$ cat src/rtl/run_control_pkg.sv
// Shared definitions for the core run controller: FSM state encoding and
// the default counter width.
package run_control_pkg;

  localparam int unsigned CW_DEFAULT = 32;

  typedef enum logic [1:0] {
    S_RESET = 2'd0,
    S_HOLD  = 2'd1,
    S_RUN   = 2'd2,
    S_DONE  = 2'd3
  } state_e;

endpackage

$ cat src/rtl/run_control_sat_counter.sv
// CW-wide up-counter with enable that sticks at all-ones instead of wrapping.
// The asynchronous active-low clear doubles as the block reset.
module sat_counter #(
  parameter int unsigned CW = 32
) (
  input  logic          clk_i,
  input  logic          rst_ni,
  input  logic          en_i,
  output logic [CW-1:0] count_o
);

  logic [CW-1:0] count_q;
  logic [CW-1:0] count_d;

  always_comb begin
    count_d = count_q;
    if (en_i && (count_q != {CW{1'b1}})) begin
      count_d = count_q + 1'b1;
    end
  end

  always_ff @(posedge clk_i or negedge rst_ni) begin
    if (!rst_ni) begin
      count_q <= '0;
    end else begin
      count_q <= count_d;
    end
  end

  assign count_o = count_q;

endmodule

$ cat src/rtl/run_control.sv
// Sequences reset and halt for a core, counts elapsed cycles and retired
// instructions, and stops the core once the cycle budget is spent.
module run_control
  import run_control_pkg::*;
#(
  parameter int unsigned RESET_CYCLES = 3,
  parameter int unsigned HALT_CYCLES  = 4,
  parameter int unsigned CW           = CW_DEFAULT
) (
  input  logic          clk,
  input  logic          reset,
  input  logic          retire,
  input  logic          ext_halt,
  input  logic [CW-1:0] run_limit,
  output logic          core_reset,
  output logic          core_halt,
  output logic          done,
  output logic [CW-1:0] cycle_count,
  output logic [CW-1:0] insn_count
);

  localparam logic [CW-1:0] RST_LIM = CW'(RESET_CYCLES);
  localparam logic [CW-1:0] HLT_LIM = CW'(HALT_CYCLES);
  localparam logic          SKIP_HOLD = (HALT_CYCLES <= RESET_CYCLES);

  state_e        state_q;
  state_e        state_d;
  logic          ext_halt_q;
  logic [CW-1:0] cyc_next;
  logic          limit_hit;
  logic          cyc_en;
  logic          ins_en;

  // Transitions look at the value the cycle counter takes on this edge.
  assign cyc_next  = (cycle_count == {CW{1'b1}}) ? cycle_count : cycle_count + 1'b1;
  assign limit_hit = (run_limit != '0) && (cyc_next >= run_limit);
  assign cyc_en    = (state_q != S_DONE);
  assign ins_en    = retire && !core_reset && !core_halt;

  always_comb begin
    state_d = state_q;
    unique case (state_q)
      S_RESET: if (cyc_next >= RST_LIM) state_d = SKIP_HOLD ? S_RUN : S_HOLD;
      S_HOLD:  if (cyc_next >= HLT_LIM) state_d = S_RUN;
      S_RUN:   state_d = S_RUN;
      S_DONE:  state_d = S_DONE;
    endcase
    if ((state_q != S_DONE) && limit_hit) begin
      state_d = S_DONE;
    end
  end

  always_ff @(posedge clk or negedge reset) begin
    if (!reset) begin
      state_q    <= S_RESET;
      ext_halt_q <= 1'b0;
    end else begin
      state_q    <= state_d;
      ext_halt_q <= ext_halt;
    end
  end

  // Outputs come only from flops, so the core sees glitch-free controls.
  assign core_reset = (state_q == S_RESET);
  assign core_halt  = (state_q != S_RUN) || ext_halt_q;
  assign done       = (state_q == S_DONE);

  sat_counter #(.CW(CW)) u_cycles (
    .clk_i   (clk),
    .rst_ni  (reset),
    .en_i    (cyc_en),
    .count_o (cycle_count)
  );

  sat_counter #(.CW(CW)) u_insns (
    .clk_i   (clk),
    .rst_ni  (reset),
    .en_i    (ins_en),
    .count_o (insn_count)
  );

endmodule

$ cat config.mk
export PLATFORM = sky130hd
export DESIGN_NAME = run_control
export DESIGN_NICKNAME = d
export VERILOG_FILES = /design/src/rtl/run_control_pkg.sv /design/src/rtl/run_control_sat_counter.sv /design/src/rtl/run_control.sv
export SDC_FILE = /design/constraint.sdc
export NUM_CORES = 1
export LEC_CHECK = 0
export ABC_CLOCK_PERIOD_IN_PS = 9400
export CORE_ASPECT_RATIO = 2
export CORE_MARGIN = 1
export CORE_UTILIZATION = 50
export CTS_BUF_LIST = sky130_fd_sc_hd__clkbuf_2
export CTS_CLUSTER_DIAMETER = 150
export CTS_CLUSTER_SIZE = 40
export DETAILED_ROUTE_END_ITERATION = 6
export PLACE_DENSITY_LB_ADDON = 0.12
export SYNTH_ARGS = -nofsm -noshare
export SYNTH_HDL_FRONTEND = slang
export SYNTH_HIERARCHICAL = 1
export SYNTH_SLANG_ARGS = --single-unit
$ cat constraint.sdc
create_clock -name clk -period 9.4 [get_ports clk]
set_input_delay 1.88 -clock clk [delete_from_list [all_inputs] [get_ports clk]]
set_output_delay 1.88 -clock clk [all_outputs]
set_load 0.005 [all_outputs]
==> summary.txt <==
Avg Inst Size Synth: 8.97 sq um
Cell internal pwr: 0.367 mW
RSZ-0062 raised after global routing: false
Number of flops mapped to enable cells by yosys: 0
Req. time, crit path: 9840 ps
Worst-Skew Late Latency: 550 ps
Critical Path End Type: flip-flop
TritonCTS Buffers: 9
Routed vias: 5342
Relative slew slack: 0.356
Synth Flop Type: dfrtp_1
Ratio of cells with drive above 1 in the final layout: 0.0766
Worst-margin pin slew: 964 ps
H-tree depth reported by CTS: 3
Synth warnings: 6
Via/cell ratio: 6.24
Clock Skew: 30.1 ps
Leak pwr: 2.89 nW
VDD IR-drop max: 91.9 uV
Clk root buf: clkbuf_2
FP Rows: 53
Final Max Tran Viols: 0
CORE AREA: 10600 sq um
# DRC: 0
Utilization of the core after routing: 0.632
Setup TNS: 0 ps
TritonRoute pass-1 iters: 6
Post-synthesis sequential area ratio: 0.305
Largest net degree at the start of global routing: 68
GR peak layer: met2
Antenna Nets Post-Route: 0
Reg power frac: 0.587
Die height: 150 microns
Critical path class: flip-flop to flip-flop
GPL Wtd Cong: 0.939
Clock Path Buffers: 2
NumNets Final: 789
Grt met3 use: 0.0339
Routed WL: 16800 microns
Clock share of power: 0.344
Fmax: 217 MHz
Die width: 76.1 microns
HP Class: flip-flop to flip-flop
Register area: 1680 sq um
Cells after DPL: 839
Hold_ws: 523 ps
Met2 Use GR: 0.572
Grt ovf: 0
Global-route wire length before repair: 26500 microns
TritonCTS clock tree: done
Cell variety after synth: 62
Max cap viols: 0
Mapped Cells: 613
Min Clock Period, post-route: 4610 ps
I/O pins: 103
CTS Hold Buffers Added: 0
Hold Fails Final Rpt: 0
Sw Ratio: 0.255
Vias in the first global route: 5356
DPL Wire Length: 12900 microns
Drt wl/cell: 19.6 microns
Sink Count: 67
Full die area: 11400 sq um
IO buf count: 102
Met1 Track Usage GR: 0.292
Power Density: 73.4 nW/um^2
GRT Overall Usage: 0.301
Crit share post-route: 0.490
Syn nets: 689
Iteration-0 DRC Markers: 300
Setup Buffers After CTS: 0
Post-CTS sizing: 0
Switching Power: 0.125 mW
Crit path DAT: 5040 ps
CP most frequent cell: o211ai_1
Crit-path cells: nand3_1 > nor4_4 > nand3_4 > nand4b_1 > xnor2_1 > ha_1 > and4_1 > a2111oi_0 > o31a_1 > o211ai_1 > a211oi_1 > o32ai_1 > o21ai_0 > o211ai_1
Crit-path max cell delay: 680 ps
Area growth syn-to-layout: 21.9%
Combinational share of power: 0.069
Crit Path Max Fanout: 12
Multi-input gate area: 3580 sq um
Final std cells w/o fill: 856
FFs w/ async S/R, synth: 1.00
Tot Pwr: 0.492 mW
Final setup fails: 0
Seq cells post-synth: 67
Initial core utilization: 0.518
Crit start category: flip-flop
Initial antenna violation count: 1
Outcome: finished clean
Mapped Area: 5500 sq um
Clock-pin slew on the worst setup and hold paths: 200 ps
Layout fillers: 965
Slowest CP cell: nor4_4
cells by family (layout without fill, tap and decap cells):
family	Yosys count	count (layout)	share of synthesized area
AND/OR/NAND/NOR	287	287	0.309
XOR/XNOR	88	88	0.140
AO/OA/AOI/OAI	69	69	0.0924
flip-flops	67	67	0.305
buffers and inverters	53	158	0.0444
adder cells (fa/ha/maj)	40	40	0.0911
multiplexers	9	9	0.0182
other	0	1	0
synth_stat cells (all sizes together), types with 2 or more instances:
| cell type | instances | area (sq um) |
|---|---|---|
| a2111oi | 4 | 35.0 |
| a211oi | 2 | 15.0 |
| a21o | 4 | 30.0 |
| a21oi | 14 | 70.1 |
| a31oi | 6 | 37.5 |
| and2 | 7 | 45.1 |
| and3 | 17 | 108 |
| and4 | 13 | 115 |
| buf | 9 | 76.3 |
| clkbuf | 5 | 21.3 |
| dfrtp | 67 | 1680 |
| ha | 40 | 500 |
| inv | 39 | 146 |
| mux2 | 5 | 60.1 |
| mux2i | 4 | 40.0 |
| nand2 | 53 | 204 |
| nand2b | 2 | 12.5 |
| nand3 | 49 | 273 |
| nand3b | 2 | 15.0 |
| nand4 | 50 | 332 |
| nor2 | 36 | 135 |
| nor2b | 3 | 18.8 |
| nor3 | 18 | 110 |
| nor4 | 23 | 208 |
| o2111ai | 5 | 43.8 |
| o211ai | 8 | 60.1 |
| o21a | 2 | 15.0 |
| o21ai | 9 | 45.0 |
| o31a | 4 | 36.3 |
| o31ai | 4 | 57.6 |
| or2 | 3 | 18.8 |
| or4 | 7 | 71.3 |
| xnor2 | 69 | 604 |
| xor2 | 19 | 166 |
critical path, delay by kind of cell (launching register included):
family                     cells  cell delay, ps
AOI/OAI and AO/OA              7            1590
xor gates and xnor gates       1             250
adders and majority gates      1             350
DFF                            1             650
and+or+nand+nor                5            1650
cell usage in the layout, fill, tap and decap left out, drive strengths merged, types with 3 or more instances in the layout:
cell type / count
a21oi: 14
a2111oi: 4
nand4: 50
dfrtp: 67
and3: 17
nand3: 49
nor2: 36
mux2: 5
clkbuf: 10
nor2b: 3
o31ai: 4
o2111ai: 5
a31oi: 6
o31a: 4
clkinv: 4
and4: 13
or2: 3
ha: 40
or4: 7
xnor2: 69
inv: 39
o211ai: 8
mux2i: 4
o21ai: 9
clkdlybuf4s50: 101
a21o: 4
nor3: 18
xor2: 19
and2: 7
nor4: 23
nand2: 53
worst paths after layout:
kind | start | cells past startpoint | slack (ps) | to
max | u_cycles/count_o[13] | 14 | 4790 | state_q[1]
min | u_insns/count_o[31] | 1 | 520 | u_insns/count_o[31]
max reg2reg | u_cycles/count_o[13] | 14 | 4790 | state_q[1]
min reg2reg | u_insns/count_o[31] | 1 | 520 | u_insns/count_o[31]
max in group asynchronous | reset | 2 | 7330 | u_insns/count_o[1]
min in group asynchronous | reset | 2 | 1510 | u_insns/count_o[29]
per-stage QoR:
stage	area, sq um	worst slack (ps)
after global placement	6590	4910
final	6700	4790
after CTS	6700	4860
after global routing	6700	4440
after detailed placement	6590	4750
after floorplan	5500	5700
power by group through the flow:
stage | Combinational [mW] | Clock [mW] | Sequential [mW]
6_report | 0.0339 | 0.169 | 0.289
5_1_grt | 0.0380 | 0.184 | 0.289
4_1_cts | 0.0347 | 0.173 | 0.289
3_5_place_dp | 0.0344 | 0 | 0.294
3_3_place_gp | 0.0335 | 0 | 0.294
2_1_floorplan | 0.00903 | 0 | 0.294
sequential cells by signal, indices dropped and copies added, names as in the netlist:
| name | cells |
|---|---|
| ext_halt_q | 1 |
| state_q | 2 |
| u_insns/count_o | 32 |
| u_cycles/count_o | 32 |
metal layers:
layer	vias to the layer above	part of all wire
li1	2468	-
met1	2592	0.34
met2	210	0.56
met3	72	0.041
met4	0	0.068
met5	-	0
area by class of cell:
cell class / instances / share of cell area
multi-input cells: 493 / 0.534
flip-flops and latches: 67 / 0.250
repair buffers: 103 / 0.153
well taps: 137 / 0.0256
inverters: 39 / 0.0218
clock inverters: 6 / 0.00840
clock buffers: 10 / 0.00747
diodes: 1 / 0.000373
Power figures use the tool's default switching activity.
